<file path="config.mk">
export PLATFORM = sky130hd
export DESIGN_NAME = sys_cmd_ctrl
export DESIGN_NICKNAME = d
export VERILOG_FILES = /design/src/rtl/sys_ctrl_pkg.sv /design/src/rtl/sys_cmd_ctrl.sv
export SDC_FILE = /design/constraint.sdc
export NUM_CORES = 1
export LEC_CHECK = 0
export ABC_AREA = 1
export BUFFER_PORTS_ARGS = -buffer_cell sky130_fd_sc_hd__buf_2
export CAP_MARGIN = 40
export CORE_MARGIN = 2
export CORE_UTILIZATION = 60
export CTS_BUF_LIST = sky130_fd_sc_hd__clkbuf_4 sky130_fd_sc_hd__clkbuf_8
export DETAILED_ROUTE_END_ITERATION = 7
export PLACE_DENSITY = 0.93
export SLEW_MARGIN = 20
export SYNTH_ARGS = -nofsm -noshare
export SYNTH_HDL_FRONTEND = slang
export SYNTH_SLANG_ARGS = --single-unit
</file>
<file path="constraint.sdc">
create_clock -name clk -period 3 [get_ports clk]
set_input_delay 0.3 -clock clk [delete_from_list [all_inputs] [get_ports clk]]
set_output_delay 0.3 -clock clk [all_outputs]
set_load 0.1 [all_outputs]
</file>
<file path="src/rtl/sys_ctrl_pkg.sv">
// Shared opcodes, state encoding and fixed operand addresses
// for the system-side UART command controller.
package sys_ctrl_pkg;

  localparam logic [7:0] RF_WR_CMD   = 8'hAA;
  localparam logic [7:0] RF_RD_CMD   = 8'hBB;
  localparam logic [7:0] ALU_OP_CMD  = 8'hCC;
  localparam logic [7:0] ALU_NOP_CMD = 8'hDD;

  localparam logic [3:0] OPA_ADDR = 4'd0;
  localparam logic [3:0] OPB_ADDR = 4'd1;

  typedef enum logic [3:0] {
    ST_IDLE,
    ST_WR_ADDR,
    ST_WR_DATA,
    ST_RD_ADDR,
    ST_RD_WAIT,
    ST_OPA,
    ST_OPB,
    ST_ALU_FUN,
    ST_ALU_WAIT,
    ST_TX_LO,
    ST_TX_HI
  } state_e;

endpackage

</file>
<file path="src/rtl/sys_cmd_ctrl.sv">
// Command frame parser: turns RX bytes into register-file/ALU
// strobes and streams read/ALU results to the TX FIFO.
module sys_cmd_ctrl
  import sys_ctrl_pkg::*;
#(
  parameter int DATA_WIDTH = 8,
  parameter int ADDR_WIDTH = 4,
  parameter int FUN_WIDTH  = 4,
  parameter int TIMEOUT    = 255
) (
  input  logic                    clk,
  input  logic                    rst,
  input  logic [DATA_WIDTH-1:0]   rx_data,
  input  logic                    rx_valid,
  output logic [ADDR_WIDTH-1:0]   rf_addr,
  output logic [DATA_WIDTH-1:0]   rf_wr_data,
  output logic                    rf_wr_en,
  output logic                    rf_rd_en,
  input  logic [DATA_WIDTH-1:0]   rf_rd_data,
  input  logic                    rf_rd_valid,
  output logic [FUN_WIDTH-1:0]    alu_fun,
  output logic                    alu_en,
  input  logic [2*DATA_WIDTH-1:0] alu_out,
  input  logic                    alu_out_valid,
  input  logic                    tx_full,
  output logic [DATA_WIDTH-1:0]   tx_data,
  output logic                    tx_valid
);

  localparam int TW = $clog2(TIMEOUT + 1);

  state_e                  state_q, state_d;
  logic [TW-1:0]           cnt_q, cnt_d;
  logic [ADDR_WIDTH-1:0]   addr_q, addr_d;
  logic [2*DATA_WIDTH-1:0] res_q, res_d;
  logic                    is_alu_q, is_alu_d;

  logic [ADDR_WIDTH-1:0]   rf_addr_q, rf_addr_d;
  logic [DATA_WIDTH-1:0]   rf_wr_data_q, rf_wr_data_d;
  logic                    rf_wr_en_q, rf_wr_en_d;
  logic                    rf_rd_en_q, rf_rd_en_d;
  logic [FUN_WIDTH-1:0]    alu_fun_q, alu_fun_d;
  logic                    alu_en_q, alu_en_d;
  logic [DATA_WIDTH-1:0]   tx_data_q, tx_data_d;
  logic                    tx_valid_q, tx_valid_d;

  logic is_wr, is_rd, is_op, is_nop;
  logic cnt_done;

  assign is_wr  = rx_data == DATA_WIDTH'(RF_WR_CMD);
  assign is_rd  = rx_data == DATA_WIDTH'(RF_RD_CMD);
  assign is_op  = rx_data == DATA_WIDTH'(ALU_OP_CMD);
  assign is_nop = rx_data == DATA_WIDTH'(ALU_NOP_CMD);

  assign cnt_done = cnt_q == TW'(TIMEOUT);

  always_comb begin
    state_d      = state_q;
    cnt_d        = cnt_q;
    addr_d       = addr_q;
    res_d        = res_q;
    is_alu_d     = is_alu_q;
    rf_addr_d    = rf_addr_q;
    rf_wr_data_d = rf_wr_data_q;
    rf_wr_en_d   = 1'b0;
    rf_rd_en_d   = 1'b0;
    alu_fun_d    = alu_fun_q;
    alu_en_d     = 1'b0;
    tx_data_d    = tx_data_q;
    tx_valid_d   = 1'b0;

    unique case (state_q)
      ST_IDLE: begin
        if (rx_valid) begin
          unique case (1'b1)
            is_wr:   state_d = ST_WR_ADDR;
            is_rd:   state_d = ST_RD_ADDR;
            is_op:   state_d = ST_OPA;
            is_nop:  state_d = ST_ALU_FUN;
            default: state_d = ST_IDLE;
          endcase
        end
      end
      ST_WR_ADDR: begin
        if (rx_valid) begin
          addr_d  = rx_data[ADDR_WIDTH-1:0];
          state_d = ST_WR_DATA;
        end
      end
      ST_WR_DATA: begin
        if (rx_valid) begin
          rf_wr_en_d   = 1'b1;
          rf_addr_d    = addr_q;
          rf_wr_data_d = rx_data;
          state_d      = ST_IDLE;
        end
      end
      ST_RD_ADDR: begin
        if (rx_valid) begin
          rf_rd_en_d = 1'b1;
          rf_addr_d  = rx_data[ADDR_WIDTH-1:0];
          cnt_d      = '0;
          state_d    = ST_RD_WAIT;
        end
      end
      ST_RD_WAIT: begin
        // valid strobe takes priority over an expiring counter
        if (rf_rd_valid) begin
          res_d    = {{DATA_WIDTH{1'b0}}, rf_rd_data};
          is_alu_d = 1'b0;
          state_d  = ST_TX_LO;
        end else if (cnt_done) begin
          state_d = ST_IDLE;
        end else begin
          cnt_d = cnt_q + 1'b1;
        end
      end
      ST_OPA: begin
        if (rx_valid) begin
          rf_wr_en_d   = 1'b1;
          rf_addr_d    = ADDR_WIDTH'(OPA_ADDR);
          rf_wr_data_d = rx_data;
          state_d      = ST_OPB;
        end
      end
      ST_OPB: begin
        if (rx_valid) begin
          rf_wr_en_d   = 1'b1;
          rf_addr_d    = ADDR_WIDTH'(OPB_ADDR);
          rf_wr_data_d = rx_data;
          state_d      = ST_ALU_FUN;
        end
      end
      ST_ALU_FUN: begin
        if (rx_valid) begin
          alu_en_d  = 1'b1;
          alu_fun_d = rx_data[FUN_WIDTH-1:0];
          cnt_d     = '0;
          state_d   = ST_ALU_WAIT;
        end
      end
      ST_ALU_WAIT: begin
        if (alu_out_valid) begin
          res_d    = alu_out;
          is_alu_d = 1'b1;
          state_d  = ST_TX_LO;
        end else if (cnt_done) begin
          state_d = ST_IDLE;
        end else begin
          cnt_d = cnt_q + 1'b1;
        end
      end
      ST_TX_LO: begin
        if (!tx_full) begin
          tx_valid_d = 1'b1;
          tx_data_d  = res_q[DATA_WIDTH-1:0];
          state_d    = is_alu_q ? ST_TX_HI : ST_IDLE;
        end
      end
      ST_TX_HI: begin
        if (!tx_full) begin
          tx_valid_d = 1'b1;
          tx_data_d  = res_q[2*DATA_WIDTH-1:DATA_WIDTH];
          state_d    = ST_IDLE;
        end
      end
      default: state_d = ST_IDLE;
    endcase
  end

  always_ff @(posedge clk or negedge rst) begin
    if (!rst) begin
      state_q      <= ST_IDLE;
      cnt_q        <= '0;
      addr_q       <= '0;
      res_q        <= '0;
      is_alu_q     <= 1'b0;
      rf_addr_q    <= '0;
      rf_wr_data_q <= '0;
      rf_wr_en_q   <= 1'b0;
      rf_rd_en_q   <= 1'b0;
      alu_fun_q    <= '0;
      alu_en_q     <= 1'b0;
      tx_data_q    <= '0;
      tx_valid_q   <= 1'b0;
    end else begin
      state_q      <= state_d;
      cnt_q        <= cnt_d;
      addr_q       <= addr_d;
      res_q        <= res_d;
      is_alu_q     <= is_alu_d;
      rf_addr_q    <= rf_addr_d;
      rf_wr_data_q <= rf_wr_data_d;
      rf_wr_en_q   <= rf_wr_en_d;
      rf_rd_en_q   <= rf_rd_en_d;
      alu_fun_q    <= alu_fun_d;
      alu_en_q     <= alu_en_d;
      tx_data_q    <= tx_data_d;
      tx_valid_q   <= tx_valid_d;
    end
  end

  assign rf_addr    = rf_addr_q;
  assign rf_wr_data = rf_wr_data_q;
  assign rf_wr_en   = rf_wr_en_q;
  assign rf_rd_en   = rf_rd_en_q;
  assign alu_fun    = alu_fun_q;
  assign alu_en     = alu_en_q;
  assign tx_data    = tx_data_q;
  assign tx_valid   = tx_valid_q;

endmodule

</file>
== Word level (Yosys, flattened, before mapping) ==
Cells that the tools add are included.

* Bits in registers: 61
* Input port bits: 38
* Output and inout bits: 28

* Add/subtract/negate cells: 1
* Eq/ne operators: 29
* Multiplexer cells: 39
* Reductions and logical operators: 16

{| class="wikitable"
|+ Operator list
! kind !! number
|-
| 4-bit 2-to-1 mux || 16
|-
| 8-bit 2-to-1 mux || 6
|-
| 4-bit case mux with 11 select lines || 1
|-
| 8-bit equality test, second input constant || 5
|-
| 16-bit 2-to-1 mux || 2
|-
| 16-bit case mux with 2 select lines || 1
|-
| 2-bit inequality test, second input constant || 13
|-
| 8-bit case mux with 3 select lines || 1
|-
| 4-bit by 3-bit equality test with 1-bit output, second input constant || 4
|-
| 4-bit case mux with 4 select lines || 1
|-
| 8-bit case mux with 2 select lines || 1
|-
| 4-bit equality test, second input constant || 3
|-
| 3-bit case mux with 4 select lines || 1
|-
| 9-bit AND reduction || 1
|-
| 8-bit by 1-bit adder with 8-bit output, second input constant || 1
|-
| 4-bit by 2-bit equality test with 1-bit output, second input constant || 2
|-
| 1-bit 2-to-1 mux || 8
|-
| 2-bit AND reduction || 3
|-
| 3-bit AND reduction || 2
|-
| 5-bit AND reduction || 1
|-
| 4-bit by 1-bit equality test with 1-bit output, second input constant || 1
|-
| 4-bit logical NOT || 1
|-
| 4-bit AND reduction || 1
|-
| 2-bit nonzero test || 2
|-
| other kinds (6) || 7
|}

== Depth between registers and ports, before layout ==
* Depth after elaboration: 4
* Mapped depth: 9

== Worst setup path after synthesis ==
OpenSTA, ideal clock, no wires.

* Path kind: reg-to-reg
* From: register state_q[0]
* To: register cnt_q[5]
* Library setup time: 0.118 ns
* Data arrival time: 1.322 ns
* Setup slack: 1.560 ns
* Stages on the path, launching flop included: 9
* Cells stage by stage: dfrtp_1 nor2_2 nand2_2 nand2_1 nand2_1 nand2_1 nand2_2 nand2_1 nand2_1

* Word-level cells in the longest chain between the ends: 4
* Elaborated cells between the ends (all ways): 11

{| class="wikitable"
|+ Ends and longest elaborated chain
! element !! RTL line !! RTL
|-
| start, declared || sys_cmd_ctrl.sv:32 || <nowiki>state_e state_q, state_d;</nowiki>
|-
| start signal, assigned || sys_cmd_ctrl.sv:187 || <nowiki>state_q <= state_d;</nowiki>
|-
| 4-bit by 3-bit equality test with 1-bit output or 4-bit by 2-bit equality test with 1-bit output (tied branches) || sys_cmd_ctrl.sv:72 || <nowiki>unique case (state_q)</nowiki>
|-
| 2-bit OR reduction (no source line) || - ||
|-
| 2-bit by 1-bit inequality test with 1-bit output (no source line) or 3-bit nonzero test (tied branches) || - ||
|-
| 4-bit AND reduction (no source line) || - ||
|-
| end signal, assigned || sys_cmd_ctrl.sv:188 || <nowiki>cnt_q <= cnt_d;</nowiki>
|-
| end, declared || sys_cmd_ctrl.sv:33 || <nowiki>logic [TW-1:0] cnt_q, cnt_d;</nowiki>
|}

Parallel ways exist; a longest one is shown, timed or not.
A chain may end at the register's enable or synchronous reset.

== Final worst setup path ==
* From: register state_q[2]
* To: register cnt_q[7]

The elaborated chain is that of the path after synthesis.

==> results by group <==
Outcome
  – Status: finished, final reports clean

GRT
  – GRT Residual Overflow: 0
  – Tot GR Track Use: 26.8%
  – First-pass GRT wire length: 11000 um
  – Pin count of the biggest net entering global routing: 34
  – Vias in the first global route: 2497
  – Antenna violations before repair: 0

Critical path
  – CP Depth: 9
  – Worst setup EP type: register
  – Worst EP arrival: 2.30 ns
  – Top Family by Delay on Critical Path: simple AND/OR/NAND/NOR gates
  – Critical Path RT: 3.28 ns
  – CP Launch Type: register
  – Crit Path Category: reg2reg
  – R2R cell count: 9
  – Max Fanout on Critical Path: 19
  – CP peak stage delay: 0.40 ns
  – Critical path buffers and inverters: 1
  – Critical path, cell by cell: inv_1 > nand2_1 > nor2_4 > nand2_2 > nand2_4 > nor2_2 > nand2_2 > nand2_1 > nand2_1
  – CP max-delay cell: dfrtp_1
  – Critical Path Most Common Cell: nand2_1

Drt
  – Wirelength per Cell: 12.9 um
  – TritonRoute pass-1 iters: 6
  – Avg Vias per Cell: 5.23
  – Iteration-0 DRC Markers: 231
  – Post-route ant nets: 0
  – Routed WL: 7070 um
  – Detailed-route DRC error count: 0
  – Routed via count: 2854

Finish
  – Finished Core Util: 75.8%
  – Synthesis-to-layout area growth: 20.2%
  – # fillers: 325
  – Nets@finish: 513
  – Ant. Diodes: 0
  – Commonest non-fill, non-tap cells in the layout: nand2_1, buf_2, dfrtp_1
  – Final std cells w/o fill: 546
  – Seq. cell area: 1530 um^2
  – Most common cell after layout, fill and taps aside: nand2_1
  – Area of the multi-input gates: 1290 um^2
  – Share of layout cells above drive strength 1: 20.0%

Timing
  – Final Cycle Share: 67.2%
  – Relative slew slack: 57.5%
  – Final Hold Viols: 0
  – Worst Clk Skew: 0.00999 ns
  – Final slew viol count: 0
  – Worst slew pin tran: 0.637 ns
  – Final min period: 2.02 ns
  – Final setup violation count: 0
  – Fmax: 496 MHz
  – Final TNS setup: 0 ns
  – Unrepaired setup endpoints after global routing: false

Flow run
  – Maxcap violations: 0

Power and ir drop
  – Peak VDD IR: 664 uV
  – Sequential power share: 31.9%
  – P_int: 2.01 mW
  – Cell Pwr Density: 1110 nW/um^2
  – Switch share: 50.3%
  – Combinational power share: 47.9%
  – Lkg Pwr: 2.03 nW
  – Clock share of power: 20.2%
  – Psw: 2.03 mW

Clocking
  – Worst skew pair latency: 0.35 ns
  – H-Tree Depth: 3
  – Max clock buf depth: 2
  – Cts-stage hold buffer count: 1
  – Setup Buffers After CTS: 0
  – Clock transition at path regs: 0.07 ns
  – CTS Buf Count: 9
  – Resize count post-CTS: 0
  – Clock Sinks: 61
  – CTS tree: built
  – Root buffer cell: clkbuf_8

Place
  – Hpwl dp: 4930 um
  – # placed instances: 529
  – PortBufs: 65
  – GP Congestion: 0.845

Floorplan
  – Initial core utilization: 63.1%
  – Die Ht: 74.9 um
  – Std cell rows: 25
  – Area of the core: 4790 um^2
  – Num ports: 66
  – Die area: 5610 um^2
  – Die width: 74.9 um

Synthesis
  – Gate Count Post-Synth: 403
  – Post-synthesis sequential area ratio: 50.6%
  – Cell Area, Synth: 3020 um^2
  – Synth cell types: 25
  – Syn avg cell area: 7.49 um^2
  – Synthesis Warnings: 0
  – Syn_nets: 442
  – Synthesized flop and latch total: 61

Min path
  – Type of the tightest min-delay check: in2reg
  – Min-Delay Path Depth: 3
[cell families (layout without fill, tap and decap cells)]
family	Yosys count	after routing	synth area share, %
AOI/OAI and AO/OA	51	51	8.87
xor gates and xnor gates	2	2	0.581
adders and majority gates	1	1	0.415
buffers and inverters	51	127	6.80
DFF	61	61	50.6
and+or+nand+nor	237	237	32.8
[cells in the mapped netlist]
library cell    n  area share [%]
buf_4           1            0.25
o21ai_0        28             4.6
nor2_1         40             5.0
xnor2_1         1            0.29
o21ai_1         3            0.50
nand4_1         3            0.62
xor2_1          1            0.29
nand2_4         1            0.37
o21bai_1        1            0.25
nand2_2         3            0.62
inv_1          43             5.3
buf_2           2            0.33
nor2_2          6             1.2
nor2_4          2            0.75
clkbuf_1        2            0.25
buf_1           1            0.12
dfrtp_1        61              51
nand3_1        32             5.3
a21oi_1        11             1.8
nand3_2         1            0.33
buf_6           1            0.37
a31oi_1         8             1.7
nand2_1       149              19
ha_1            1            0.41
inv_2           1            0.12
[metal layers]
layer / global-route usage, % / wire, um / part of all wire, %
met3: 7.50 / 456 / 6.5
met5: 0 / 0 / 0
met1: 35.3 / 3110 / 44
met4: 12.1 / 163 / 2.3
met2: 41.6 / 3340 / 47
[state kept, by name, summed over array words and instances, names as in the netlist]
| name | count |
|---|---|
| state_q | 4 |
| cnt_q | 8 |
| is_alu_q | 1 |
| rf_wr_en | 1 |
| tx_valid | 1 |
| rf_wr_data | 8 |
| rf_rd_en | 1 |
| res_q | 16 |
| rf_addr | 4 |
| tx_data | 8 |
| alu_fun | 4 |
| alu_en | 1 |
| addr_q | 4 |
[area by class of cell]
class | instances | share of cell area (%)
multi-input cells | 291 | 35.4
repair buffers | 67 | 9.45
clock buffers | 10 | 3.79
flip-flops and latches | 61 | 42.1
clock inverters | 6 | 2.38
well taps | 67 | 2.31
inverters | 44 | 4.55
[per-stage QoR]
step | total power [mW] | hold slack (ns) | area (um^2) | worst slack, ns
floorplan | 2.83 | 0.00441 | 3020 | 1.56
global placement | 3.14 | 0.348 | 3390 | 1.10
detailed placement | 3.21 | 0.359 | 3390 | 1.02
CTS | 4.03 | 0.164 | 3630 | 0.992
global route | 4.27 | 0.181 | 3630 | 0.759
finish | 4.04 | 0.163 | 3630 | 0.983
[power groups by stage]
stage	clock [mW]	combinational, mW	sequential (mW)
6_report	0.817	1.93	1.29
4_1_cts	0.819	1.93	1.28
2_1_floorplan	0	0.837	2.00
3_3_place_gp	0	1.86	1.28
5_1_grt	0.858	2.10	1.31
3_5_place_dp	0	1.91	1.30
[path summary, 6_finish.rpt]
check | startpoint | to | slack, ns
hold / removal | rx_data[7] | rf_wr_data[7] | 0.16
min in group asynchronous | rst | rf_wr_data[7] | 0.51
max in group asynchronous | rst | is_alu_q | 1.65
hold reg to reg | rf_wr_data[7] | rf_wr_data[7] | 0.47
setup reg to reg | state_q[2] | cnt_q[7] | 0.98
setup / recovery | state_q[2] | cnt_q[7] | 0.98
[worst min-delay path, delay by kind of cell]
family / cells / cell delay (ns)
and+or+nand+nor: 2 / 0.09
buffers and inverters: 1 / 0.09
Note: power is estimated with default switching activity, not from simulation.
